$ cat src/rtl/fp_pkg.sv
// Shared definitions for the single-precision adder datapath: field widths,
// the unpacked operand record and the operand unpack helper.
package fp_pkg;

    localparam int EXP_WIDTH    = 8;
    localparam int MANT_WIDTH   = 23;
    localparam int SIGNIF_WIDTH = 25;
    localparam int SHIFT_WIDTH  = 5;
    localparam int BIAS         = 127;
    localparam int ALIGN_SAT    = 25;
    localparam int MAG_WIDTH    = MANT_WIDTH + 1;

    typedef struct packed {
        logic                 sign;
        logic [EXP_WIDTH-1:0] exp;
        logic [MAG_WIDTH-1:0] mag;
    } fp_unpacked_t;

    // Denormals get effective exponent 1 and no hidden bit; flip folds op_sub into B's sign.
    function automatic fp_unpacked_t fp_unpack(input logic [31:0] x, input logic flip);
        fp_unpacked_t u;
        logic [EXP_WIDTH-1:0] e;
        e      = x[MANT_WIDTH +: EXP_WIDTH];
        u.sign = x[31] ^ flip;
        u.exp  = (e == '0) ? EXP_WIDTH'(1) : e;
        u.mag  = {(e != '0), x[MANT_WIDTH-1:0]};
        return u;
    endfunction

endpackage

$ cat src/rtl/fp_align_shifter.sv
// Combinational alignment shifter: right-shifts the smaller magnitude and
// reports whether any set bit fell off the bottom.
module fp_align_shifter
    import fp_pkg::*;
(
    input  logic [MAG_WIDTH-1:0]   din,
    input  logic [SHIFT_WIDTH-1:0] shamt,
    output logic [MAG_WIDTH-1:0]   dout,
    output logic                   sticky
);

    localparam int EXT = 2 ** SHIFT_WIDTH;

    logic [MAG_WIDTH+EXT-1:0] wide;

    // The extension field is wide enough that no shift count can lose bits past it.
    always_comb begin
        wide   = {din, EXT'(0)} >> shamt;
        dout   = wide[MAG_WIDTH+EXT-1:EXT];
        sticky = |wide[EXT-1:0];
    end

endmodule

$ cat src/rtl/fp_align_add.sv
// Two-stage align-and-add front end of the single-precision adder/subtractor,
// with valid/ready flow control and an unnormalized significand output.
module fp_align_add #(
    parameter int EXP_WIDTH    = fp_pkg::EXP_WIDTH,
    parameter int MANT_WIDTH   = fp_pkg::MANT_WIDTH,
    parameter int SIGNIF_WIDTH = fp_pkg::SIGNIF_WIDTH,
    parameter int SHIFT_WIDTH  = fp_pkg::SHIFT_WIDTH
) (
    input  logic                    clk,
    input  logic                    rst_n,
    input  logic                    in_valid,
    output logic                    in_ready,
    input  logic [31:0]             a,
    input  logic [31:0]             b,
    input  logic                    op_sub,
    output logic                    out_valid,
    input  logic                    out_ready,
    output logic [SIGNIF_WIDTH-1:0] significand,
    output logic [EXP_WIDTH-1:0]    exponent_a,
    output logic                    sign,
    output logic                    sticky,
    output logic                    out_zero
);

    localparam int MAG_W = MANT_WIDTH + 1;

    function automatic logic [SHIFT_WIDTH-1:0] sat_shift(input logic [EXP_WIDTH-1:0] d);
        return (d >= EXP_WIDTH'(fp_pkg::ALIGN_SAT)) ? SHIFT_WIDTH'(fp_pkg::ALIGN_SAT)
                                                     : d[SHIFT_WIDTH-1:0];
    endfunction

    fp_pkg::fp_unpacked_t ua, ub, op_l, op_s;
    logic a_is_l;
    logic s2_load, s1_load;

    logic                    s1_valid_q, s1_valid_d;
    logic [MAG_W-1:0]        s1_mag_l_q, s1_mag_l_d;
    logic [MAG_W-1:0]        s1_mag_s_q, s1_mag_s_d;
    logic [EXP_WIDTH-1:0]    s1_exp_l_q, s1_exp_l_d;
    logic                    s1_sign_l_q, s1_sign_l_d;
    logic [SHIFT_WIDTH-1:0]  s1_shamt_q, s1_shamt_d;
    logic                    s1_sub_q, s1_sub_d;

    logic                    s2_valid_q, s2_valid_d;
    logic [SIGNIF_WIDTH-1:0] s2_sig_q, s2_sig_d;
    logic [EXP_WIDTH-1:0]    s2_exp_q, s2_exp_d;
    logic                    s2_sign_q, s2_sign_d;
    logic                    s2_sticky_q, s2_sticky_d;
    logic                    s2_zero_q, s2_zero_d;

    logic [MAG_W-1:0]        aligned_s;
    logic                    shift_sticky;
    logic [SIGNIF_WIDTH-1:0] sum;

    assign s2_load  = ~s2_valid_q | out_ready;
    assign s1_load  = ~s1_valid_q | s2_load;
    assign in_ready = s1_load;

    // Stage 1: unpack, order by magnitude, compute saturated shift.
    always_comb begin
        ua     = fp_pkg::fp_unpack(a, 1'b0);
        ub     = fp_pkg::fp_unpack(b, op_sub);
        a_is_l = {ua.exp, ua.mag} >= {ub.exp, ub.mag};
        op_l   = a_is_l ? ua : ub;
        op_s   = a_is_l ? ub : ua;

        s1_valid_d  = s1_valid_q;
        s1_mag_l_d  = s1_mag_l_q;
        s1_mag_s_d  = s1_mag_s_q;
        s1_exp_l_d  = s1_exp_l_q;
        s1_sign_l_d = s1_sign_l_q;
        s1_shamt_d  = s1_shamt_q;
        s1_sub_d    = s1_sub_q;
        if (s1_load) begin
            s1_valid_d = in_valid;
            if (in_valid) begin
                s1_mag_l_d  = op_l.mag;
                s1_mag_s_d  = op_s.mag;
                s1_exp_l_d  = op_l.exp;
                s1_sign_l_d = op_l.sign;
                s1_shamt_d  = sat_shift(op_l.exp - op_s.exp);
                s1_sub_d    = ua.sign ^ ub.sign;
            end
        end
    end

    fp_align_shifter u_shifter (
        .din    (s1_mag_s_q),
        .shamt  (s1_shamt_q),
        .dout   (aligned_s),
        .sticky (shift_sticky)
    );

    // Stage 2: align and add/subtract; L >= S keeps the difference non-negative.
    always_comb begin
        sum = s1_sub_q ? ({1'b0, s1_mag_l_q} - {1'b0, aligned_s})
                       : ({1'b0, s1_mag_l_q} + {1'b0, aligned_s});

        s2_valid_d  = s2_valid_q;
        s2_sig_d    = s2_sig_q;
        s2_exp_d    = s2_exp_q;
        s2_sign_d   = s2_sign_q;
        s2_sticky_d = s2_sticky_q;
        s2_zero_d   = s2_zero_q;
        if (s2_load) begin
            s2_valid_d = s1_valid_q;
            if (s1_valid_q) begin
                s2_sig_d    = sum;
                s2_exp_d    = s1_exp_l_q;
                s2_sign_d   = s1_sign_l_q & ~(s1_sub_q & (sum == '0));
                s2_sticky_d = shift_sticky;
                s2_zero_d   = (sum == '0);
            end
        end
    end

    always_ff @(posedge clk or negedge rst_n) begin
        if (!rst_n) begin
            s1_valid_q  <= 1'b0;
            s1_mag_l_q  <= '0;
            s1_mag_s_q  <= '0;
            s1_exp_l_q  <= '0;
            s1_sign_l_q <= 1'b0;
            s1_shamt_q  <= '0;
            s1_sub_q    <= 1'b0;
            s2_valid_q  <= 1'b0;
            s2_sig_q    <= '0;
            s2_exp_q    <= '0;
            s2_sign_q   <= 1'b0;
            s2_sticky_q <= 1'b0;
            s2_zero_q   <= 1'b0;
        end else begin
            s1_valid_q  <= s1_valid_d;
            s1_mag_l_q  <= s1_mag_l_d;
            s1_mag_s_q  <= s1_mag_s_d;
            s1_exp_l_q  <= s1_exp_l_d;
            s1_sign_l_q <= s1_sign_l_d;
            s1_shamt_q  <= s1_shamt_d;
            s1_sub_q    <= s1_sub_d;
            s2_valid_q  <= s2_valid_d;
            s2_sig_q    <= s2_sig_d;
            s2_exp_q    <= s2_exp_d;
            s2_sign_q   <= s2_sign_d;
            s2_sticky_q <= s2_sticky_d;
            s2_zero_q   <= s2_zero_d;
        end
    end

    assign out_valid   = s2_valid_q;
    assign significand = s2_sig_q;
    assign exponent_a  = s2_exp_q;
    assign sign        = s2_sign_q;
    assign sticky      = s2_sticky_q;
    assign out_zero    = s2_zero_q;

endmodule

$ cat config.mk
export PLATFORM = sky130hd
export DESIGN_NAME = fp_align_add
export DESIGN_NICKNAME = d
export VERILOG_FILES = /design/src/rtl/fp_pkg.sv /design/src/rtl/fp_align_shifter.sv /design/src/rtl/fp_align_add.sv
export SDC_FILE = /design/constraint.sdc
export NUM_CORES = 1
export LEC_CHECK = 0
export ABC_AREA = 1
export CORE_UTILIZATION = 25
export DETAILED_ROUTE_END_ITERATION = 10
export HOLD_SLACK_MARGIN = 0.15
export PLACE_DENSITY = 0.45
export SYNTH_ARGS = -nofsm -noshare
export SYNTH_HDL_FRONTEND = slang
export SYNTH_HIERARCHICAL = 1
export SYNTH_SLANG_ARGS = --single-unit
$ cat constraint.sdc
create_clock -name clk -period 7.1 [get_ports clk]
set_input_delay 2.13 -clock clk [delete_from_list [all_inputs] [get_ports clk]]
set_output_delay 2.13 -clock clk [all_outputs]
set_load 0.01 [all_outputs]
==> run summary, run 1 <==
Synthesized Nets -> 1501
unrepaired setup endpoints after global routing -> no
Final Setup Violations -> 0
R2R setup slack -> 1.40 ns
P per Cell Area -> 326 nW/µm²
die footprint -> 36300 µm²
Tot Pwr -> 3.45 mW
Initial Utilization -> 25.6%
CP most frequent cell -> nand2_1
Routed WL -> 29.8 mm
area of the multi-input gates -> 5610 µm²
outcome -> finished, final reports clean
vias in the first global route -> 8557
Horiz. Die Dim -> 191 µm
CP endpoint -> sign
total vias in the final route -> 8937
final antenna diode count -> 0
CP Launch Point -> s1_shamt_q[1]
Synth Area per Inst -> 6.47 µm²
critical register-to-register path startpoint -> s1_shamt_q[1]
EDFF count, synth -> 0
initial antenna violation count -> 0
CP max-delay cell -> dfrtp_1
commonest cells after routing, fill and taps aside -> nand2_1, nor2_1, o21ai_0, inv_1, nand3_1
Clock Tree Buf Depth -> 2
leakage -> 5.11 nW
Post-DP Area -> 10300 µm²
Critical Path Fanout Max -> 24
# DRC -> 0
Avg WL per Cell -> 15.7 µm
Filler Cell Count -> 3923
WHS Path Cells -> 2
mapped cell area -> 8890 µm²
Min-Delay Path Class -> reg2reg
most common cell after layout, fill and taps aside -> nand2_1
H-tree depth -> 3
Worst setup EP type -> flop
FF-to-FF End -> sign
clock latency on the worst-skew pair -> 0.37 ns
setup TNS -> 0 ns
CTS buffer count -> 9
DP HPWL -> 23.4 mm
Seq cells post-synth -> 101
Hold Violations, Final -> 0
Yosys top cell by area -> dfrtp_1
Synth cell types -> 46
Final min period -> 5.70 ns
Max Freq -> 175 MHz
drt first-iter violations -> 565
Worst Reg-to-Reg Cells -> 30
FF/Latch Area -> 2530 µm²
io pins -> 107
Yosys warnings -> 6
Data arrival, critical path -> 5.95 ns
die height -> 191 µm
final net count -> 1566
routed vias/inst -> 4.71
PortBufs -> 106
Peak supply drop -> 146 µV
Final GP Congestion -> 0.892
layout cells sized above 1 -> 6.51%
worst endpoint required time -> 7.35 ns
Final ANT Viol Nets -> 0
Sink Count -> 101
drt pass-1 iters -> 5
first-pass GRT wire length -> 47.7 mm
Synth top area share -> 28.4%
max-slew violation count -> 0
synth top area cells -> dfrtp_1, nand2_1, o21ai_0, ha_1, nor2_1
CP peak stage delay -> 0.59 ns
Core Area -> 34800 µm²
clk_skew -> 0.0139 ns
CP startpoint kind -> flop
Area Growth Syn to Fin -> 19.2%
buffer count from post-CTS setup fixing -> 0
crit path kind -> reg2reg
sequential area share after synthesis -> 28.4%
cts repair resizes -> 0
largest net degree at the start of global routing -> 73
# rows -> 68
max_cap viols -> 0
Final Cycle Share -> 80.3%
root buffer cell -> clkbuf_16
Slew headroom -> 31.8%
Hold Buf Count CTS -> 0
dominant register cell in the synthesized netlist -> dfrtp_1
Synth Instances -> 1374
Async S/R FF share, synth -> 100%
total gr overflow -> 0
Worst-Margin Slew -> 1.02 ns
design area -> 10600 µm²
Worst-path clk slew -> 0.08 ns
Tot GR Track Use -> 16.8%
CTS tree -> built
-- power breakdown --
| group | internal, mW | total, mW | switching (mW) |
|---|---|---|---|
| logic | 0.802 | 2.07 | 1.27 |
| clock network | 0.253 | 0.506 | 0.253 |
| registers | 0.736 | 0.871 | 0.136 |
-- cells by family (layout without fill, tap and decap cells) --
| logic type | Yosys count | after routing | synth area share (%) |
|---|---|---|---|
| simple gates | 741 | 741 | 35.8 |
| compound gates | 241 | 241 | 14.5 |
| buf+inv | 187 | 257 | 8.55 |
| flops | 101 | 101 | 28.4 |
| fa+ha+maj | 58 | 58 | 8.24 |
| xor+xnor | 46 | 46 | 4.53 |
-- cells in the mapped netlist (11+ instances only) --
cell type  instances
nand2_1          406
nor2_1           147
o21ai_0          146
inv_1            118
nand3_1          108
dfrtp_1          101
a21oi_1           63
ha_1              57
clkbuf_1          41
nand2_2           31
xor2_1            24
xnor2_1           22
buf_2             15
nand4_1           14
nand3_2           11
-- layer usage --
layer / track usage, % / vias up / wire (µm)
met2: 27.8 / 176 / 13900
met5: 0 / - / 0
li1: - / 4588 / -
met4: 2.95 / 0 / 327
met3: 2.13 / 17 / 941
met1: 23.3 / 4156 / 14600
-- area by class of cell --
cell class | instances | area share, %
inverter | 124 | 4.41
clock inverter | 5 | 0.413
tap | 455 | 5.37
multi-input combinational | 1086 | 52.9
sequential | 101 | 23.8
timing repair buffer | 117 | 10.8
clock buffer | 11 | 2.29
-- metrics by stage --
step	worst slack, ns	utilization [%]	instances	hold slack [ns]
4_1_cts	1.31	30.5	1899	0.489
5_1_grt	0.549	30.5	1899	0.511
3_3_place_gp	1.29	29.6	1883	0.464
3_5_place_dp	1.28	29.6	1883	0.469
2_1_floorplan	2.66	-	1374	0.442
6_report	1.40	30.5	1899	0.484
-- worst max-delay path, delay by kind of cell (launching register included) --
kind	cells	cell delay, ns
AO/OA/AOI/OAI	2	0.60
XOR/XNOR	2	0.24
adder cells (fa/ha/maj)	1	0.38
buffers and inverters	1	0.46
flip-flops	1	0.59
AND/OR/NAND/NOR	24	3.32
-- how the worst min path moves through the flow --
stage | start | end | slack [ns]
floorplan | s1_exp_l_q[2] | exponent_a[2] | 0.44
global placement | s1_sign_l_q | s1_sign_l_q | 0.46
detailed placement | s1_sign_l_q | s1_sign_l_q | 0.47
CTS | s1_sign_l_q | s1_sign_l_q | 0.49
global route | exponent_a[1] | exponent_a[1] | 0.51
finish | exponent_a[2] | exponent_a[2] | 0.48
-- sequential cells by signal, indices dropped and copies added, names as in the netlist --
register / cells
significand: 25
s1_mag_l_q: 24
s1_mag_s_q: 24
exponent_a: 8
s1_exp_l_q: 8
s1_shamt_q: 5
out_valid: 1
out_zero: 1
s1_sign_l_q: 1
s1_sub_q: 1
s1_valid_q: 1
sign: 1
sticky: 1
(Power assumes the default switching activity.)
==> inputs of run 2 (changes only) <==
PLACE_DENSITY = 0.47   (was 0.45)
clock period = 5.24 ns   (was 7.1 ns; I/O delays follow)
==> run summary, run 2 (synthesis results as in run 1) <==
outcome -> finished, final reports clean
die footprint -> 36300 µm² (unchanged)
Worst-Margin Slew -> 0.789 ns (-0.234 ns)
vias in the first global route -> 8932 (+4.4%)
FF-to-FF End -> out_zero
leakage -> 5.49 nW (+7.6%)
DP HPWL -> 24.3 mm (+3.8%)
clock latency on the worst-skew pair -> 0.37 ns (about the same)
Routed WL -> 30.9 mm (+3.6%)
io pins -> 107 (unchanged)
worst endpoint required time -> 5.54 ns (-1.81 ns)
max_cap viols -> 0 (unchanged)
Sink Count -> 101 (unchanged)
root buffer cell -> clkbuf_16
layout cells sized above 1 -> 12.1% (+5.5 points)
Sw Ratio -> 46.7% (-1.4 points)
CP startpoint kind -> flop
Area Growth Syn to Fin -> 26.8%
critical register-to-register path startpoint -> s1_shamt_q[0]
Hold Buf Count CTS -> 0 (unchanged)
total vias in the final route -> 9290 (+3.9%)
Hold Violations, Final -> 0 (unchanged)
Initial Utilization -> 25.6% (unchanged)
most used routing layer -> met2
# rows -> 68 (unchanged)
CTS buffer count -> 9 (unchanged)
final net count -> 1640 (+4.7%)
CTS tree -> built
met3 Use GR -> 1.53% (-0.61 points)
setup TNS -> 0 ns (unchanged)
WHS Path Cells -> 2 (unchanged)
Peak supply drop -> 217 µV (+48%)
CP most frequent cell -> nand2_1
CP delay by family, top -> simple AND/OR/NAND/NOR gates
max FFs per register -> 25 (unchanged)
initial antenna violation count -> 0 (unchanged)
drt pass-1 iters -> 5 (unchanged)
Final WS setup -> 0.473 ns (-0.926 ns)
Final min period -> 4.77 ns (-0.934 ns)
Sequential Power Share -> 22.8% (-2.4 points)
critical path buffer and inverter count -> 6 (+5)
Worst-path clk slew -> 0.09 ns (about the same)
CP max-delay cell -> dfrtp_2
crit path kind -> reg2reg
clk_skew -> 0.0120 ns (-0.00189 ns)
Core Area -> 34800 µm² (unchanged)
Final GP Congestion -> 0.938 (+5.2%)
Worst Reg-to-Reg Cells -> 34 (+13%)
total gr overflow -> 0 (unchanged)
largest net degree at the start of global routing -> 66 (-9.6%)
Final ANT Viol Nets -> 0 (unchanged)
Comb power frac -> 63.4% (+3.3 points)
R2R setup slack -> 0.47 ns (-0.93 ns)
routed vias/inst -> 4.71 (about the same)
net load switching power -> 2.41 mW (+45%)
Filler Cell Count -> 3845 (-2.0%)
# DRC -> 0 (unchanged)
met1 usage -> 23.7% (+0.38 points)
max-slew violation count -> 0 (unchanged)
most common cell after layout, fill and taps aside -> nand2_1
met2 GRT Util -> 29.1% (+1.4 points)
H-tree depth -> 3 (unchanged)
PortBufs -> 106 (unchanged)
Data arrival, critical path -> 5.07 ns (-0.88 ns)
Avg WL per Cell -> 15.7 µm (-0.31%)
Slew headroom -> 47.4% (+16 points)
drt first-iter violations -> 689 (+22%)
Clock Tree Buf Depth -> 2 (unchanged)
commonest cells after routing, fill and taps aside -> nand2_1, nor2_1, o21ai_0, inv_1, nand3_1
Max Freq -> 210 MHz (+20%)
final antenna diode count -> 0 (unchanged)
Fin Hold WS -> 0.487 ns (+0.00299 ns)
Horiz. Die Dim -> 191 µm (unchanged)
Final Cycle Share -> 91.0% (+11 points)
CP peak stage delay -> 0.45 ns (-0.14 ns)
clock share of power -> 13.8% (-0.9 points)
die height -> 191 µm (unchanged)
Min-Delay Path Class -> reg2reg
pre-CTS setup slack -> 0.0908 ns (-1.19 ns)
Tot GR Track Use -> 17.3% (+0.53 points)
beginning of the worst hold path -> significand[9]
P per Cell Area -> 456 nW/µm² (+40%)
Tot Pwr -> 5.15 mW (+49%)
first-pass GRT wire length -> 49.2 mm (+3.1%)
Int Pwr -> 2.74 mW (+53%)
Critical Path Fanout Max -> 13 (-46%)
Worst setup EP type -> flop
Final Setup Violations -> 0 (unchanged)
Hold EP -> significand[9]
## run 2: cell types whose count changed in the layout (fill, tap and decap cells not counted), moves of 3 or more
cell and delta:
buf_12 +4, nor2_1 -3, buf_4 +69, a21oi_1 -4, nor3_1 -3, a21oi_2 +4
## run 2: worst register-to-register path: cells and delay by family (launching register included)
kind	cells	cell delay (ns)
compound gates	7	1.18
xor+xnor	2	0.32
fa+ha+maj	2	0.53
buf+inv	6	0.76
flops	1	0.45
simple gates	17	1.51
## run 2: layer usage
layer | up-vias | routed length [µm]
met4 | 0 | 473
li1 | 4746 | -
met1 | 4314 | 14900
met3 | 34 | 898
met5 | - | 0
met2 | 196 | 14600
## run 2: metrics by stage
| step | std cells | utilization (%) | instance area (µm²) |
|---|---|---|---|
| 2_1_floorplan | 1374 | - | 8890 |
| 3_3_place_gp | 1955 | 31.3 | 10900 |
| 3_5_place_dp | 1955 | 31.3 | 10900 |
| 4_1_cts | 1971 | 32.2 | 11200 |
| 5_1_grt | 1973 | 32.4 | 11300 |
| 6_report | 1973 | 32.4 | 11300 |
## run 2: what timing repair did
| action | 4_1_cts | 5_1_grt |
|---|---|---|
| hold endpoints to repair | 0 | 0 |
| buffers inserted | 0 | 1 |
| resized for setup | 0 | 22 |
| setup endpoints to repair | 0 | 3 |
## run 2: area by class of cell
cell class / count / area, µm² / share of cell area (%)
repair inverters: 1 / 6.26 / 0.0555
multi-input cells: 1086 / 5680 / 50.3
inverters: 124 / 470 / 4.17
clock buffers: 10 / 229 / 2.03
clock inverters: 6 / 62.6 / 0.555
well taps: 455 / 569 / 5.05
flip-flops and latches: 101 / 2530 / 22.4
repair buffers: 190 / 1740 / 15.4
## run 2: worst max-delay path by stage
stage	from	endpoint	slack [ns]	cells past startpoint
after floorplan	s1_shamt_q[0]	sign	1.0	33
after global routing	s1_shamt_q[0]	out_zero	-0.02	36
after global placement	a[24]	s1_shamt_q[0]	0.03	26
final	s1_shamt_q[0]	out_zero	0.47	34
after detailed placement	a[24]	s1_shamt_q[0]	0.09	26
after CTS	s1_shamt_q[0]	out_zero	0.40	34
## run 2: power groups by stage
stage	Clock [mW]	Combinational [mW]	Sequential [mW]
2_1_floorplan	0	1.88	1.18
3_3_place_gp	0	3.23	1.19
3_5_place_dp	0	3.23	1.19
4_1_cts	0.733	3.24	1.18
5_1_grt	0.760	3.65	1.20
6_report	0.710	3.26	1.17
==> inputs of run 3 (changes only) <==
PLACE_DENSITY = 0.45   (was 0.47)
SYNTH_HIERARCHICAL = default   (was 1)
clock period = 5.5 ns   (was 5.24 ns; I/O delays follow)
==> run summary, run 3 <==
outcome -> finished with violations
failing checks -> design-rule violations
pre-CTS setup slack -> 0.113 ns (+0.0217 ns)
Max Freq -> 199 MHz (-5.1%)
largest net degree at the start of global routing -> 68 (+3.0%)
vias in the first global route -> 9256 (+3.6%)
DP HPWL -> 26.9 mm (+11%)
EDFF count, synth -> 0 (unchanged)
top-count cell post-synth -> nand2_1
Synth Area per Inst -> 6.40 µm² (-1.2%)
Sink Count -> 101 (unchanged)
WHS Path Cells -> 2 (unchanged)
Horiz. Die Dim -> 193 µm (+1.1%)
dpl cells -> 1963 (+0.41%)
total vias in the final route -> 9386 (+1.0%)
drt first-iter violations -> 554 (-20%)
buffer count from post-CTS setup fixing -> 0 (unchanged)
total gr overflow -> 0 (unchanged)
Synth top area share -> 27.8% (-0.60 points)
Data arrival, critical path -> 5.27 ns (+0.20 ns)
Synth Instances -> 1421 (+3.4%)
Fin Hold WS -> 0.484 ns (-0.00294 ns)
Yosys top cell by area -> dfrtp_1
Hold Violations, Final -> 0 (unchanged)
sequential area share after synthesis -> 27.8% (-0.60 points)
worst endpoint required time -> 5.75 ns (+0.21 ns)
unrepaired setup endpoints after global routing -> no
first-pass GRT wire length -> 51.8 mm (+5.3%)
Final WS setup -> 0.478 ns (+0.00477 ns)
CTS tree -> built
max-slew violation count -> 0 (unchanged)
Min-Delay Path Class -> reg2reg
design area -> 11100 µm² (-1.8%)
Post-DP Area -> 10700 µm² (-1.5%)
dominant register cell in the synthesized netlist -> dfrtp_1
CP max-delay cell -> dfrtp_2
Tot GR Track Use -> 18.4% (+1.1 points)
clk_skew -> 0.0123 ns (+0.000224 ns)
Final Cycle Share -> 91.3% (+0.34 points)
Peak supply drop -> 193 µV (-11%)
max FFs per register -> 25 (unchanged)
final net count -> 1640 (unchanged)
Non-Filler Instances -> 1979 (+0.30%)
Synthesized Nets -> 1548 (+3.1%)
Core Area -> 35700 µm² (+2.5%)
Final GP Congestion -> 0.959 (+2.2%)
PortBufs -> 106 (unchanged)
# rows -> 69 (+1.5%)
R2R setup slack -> 0.48 ns (about the same)
Worst-path clk slew -> 0.07 ns (-0.02 ns)
Clock Tree Buf Depth -> 2 (unchanged)
post-layout util -> 31.1% (-1.3 points)
Avg WL per Cell -> 16.7 µm (+6.7%)
# DRC -> 18 (+18)
routed vias/inst -> 4.74 (+0.73%)
Area Growth Syn to Fin -> 21.9%
clock latency on the worst-skew pair -> 0.37 ns (about the same)
root buffer cell -> clkbuf_16
Final Setup Violations -> 0 (unchanged)
Initial Utilization -> 25.5% (-0.074 points)
CP most frequent cell -> nand2_1
drt pass-1 iters -> 8 (+3)
Synth cell types -> 49 (+6.5%)
Critical Path Fanout Max -> 18 (+5)
leakage -> 5.49 nW (-0.11%)
die footprint -> 37100 µm² (+2.1%)
Worst-Margin Slew -> 0.741 ns (-0.0482 ns)
Worst setup EP type -> flop
max_cap viols -> 0 (unchanged)
final antenna diode count -> 0 (unchanged)
Async S/R FF share, synth -> 100% (unchanged)
Final min period -> 5.02 ns (+0.255 ns)
layout cells sized above 1 -> 6.79% (-5.3 points)
Worst Reg-to-Reg Cells -> 31 (-8.8%)
Seq cells post-synth -> 101 (unchanged)
synth top area cells -> dfrtp_1, nand2_1, o21ai_0, ha_1, inv_1
commonest cells after routing, fill and taps aside -> nand2_1, o21ai_0, inv_1, clkdlybuf4s50_1, nor2_1
P per Cell Area -> 465 nW/µm² (+1.8%)
crit path kind -> reg2reg
Slew headroom -> 50.6% (+3.2 points)
Tot Pwr -> 5.15 mW (about the same)
initial antenna violation count -> 4 (+4)
mapped cell area -> 9090 µm² (+2.2%)
Filler Cell Count -> 3959 (+3.0%)
Final ANT Viol Nets -> 0 (unchanged)
CP peak stage delay -> 0.51 ns (+0.06 ns)
Commonest cells post-synth -> nand2_1, o21ai_0, inv_1, nor2_1, dfrtp_1
CTS buffer count -> 9 (unchanged)
setup TNS -> 0 ns (unchanged)
H-tree depth -> 3 (unchanged)
most common cell after layout, fill and taps aside -> nand2_1
Yosys warnings -> 0 (-6)
CP startpoint kind -> flop
io pins -> 107 (unchanged)
Routed WL -> 33.0 mm (+7.0%)
die height -> 193 µm (+1.1%)
==> run 3: changes by cell type in the layout (fill, tap and decap cells not counted), moves of 10 or more <==
cell     change
nand2_2     -21
o21ai_0     +22
nand3_2     -10
nand2_1     +33
nor2_1      -42
inv_1       +34
nand3_1     -37
buf_4       -43
o21ai_1     +29
==> run 3: what timing repair did <==
action / 4_1_cts / 5_1_grt
endpoints found under the setup margin: 0 / 2
hold buffers: 0 / 0
endpoints found under the hold margin: 0 / 0
resized for setup: 0 / 2
==> run 3: final cells by class <==
class                      count  area, µm²  share of cell area [%]
inverter                     163        612                    5.52
clock inverter                 6       95.1                   0.858
timing repair buffer         144       1360                    12.2
multi-input combinational   1094       5670                    51.2
tap                          461        577                    5.21
sequential                   101       2530                    22.8
clock buffer                  10        239                    2.16
==> run 3: path summary, 6_finish.rpt <==
check                                  end            start
hold / removal             significand[23]  significand[23]
min in group asynchronous    exponent_a[0]            rst_n
max in group asynchronous   s1_mag_l_q[22]            rst_n
setup reg to reg                      sign    s1_shamt_q[0]
setup / recovery                      sign    s1_shamt_q[0]
hold reg to reg            significand[23]  significand[23]
==> run 3: cells by family (layout without fill, tap and decap cells) <==
family          after synthesis  count (layout)  share of synthesized area [%]
mux                           2               2                          0.220
buf+inv                     226             323                           9.83
fa+ha+maj                    58              58                           8.07
flops                       101             101                           27.8
xor+xnor                     43              43                           4.14
compound gates              306             306                           18.2
simple gates                685             685                           31.8
==> run 3: critical path, delay by kind of cell (launching register included) <==
family,cells,cell delay [ns]
compound gates,7,1.02
xor+xnor,2,0.54
fa+ha+maj,1,0.37
buf+inv,5,0.66
flops,1,0.51
simple gates,16,1.78
==> run 3: report_power, final <==
part / internal, mW / switching [mW]
logic: 1.30 / 2.02
registers: 0.948 / 0.148
clock network: 0.416 / 0.316
==> run 3: routing by layer <==
layer	vias up	track usage [%]	wire length, µm	share of wire, %
li1	4802	-	-	-
met1	4300	24.0	15500	47
met5	-	0	34	0.10
met4	6	5.72	844	2.6
met2	228	30.3	15200	46
met3	50	3.51	1530	4.6
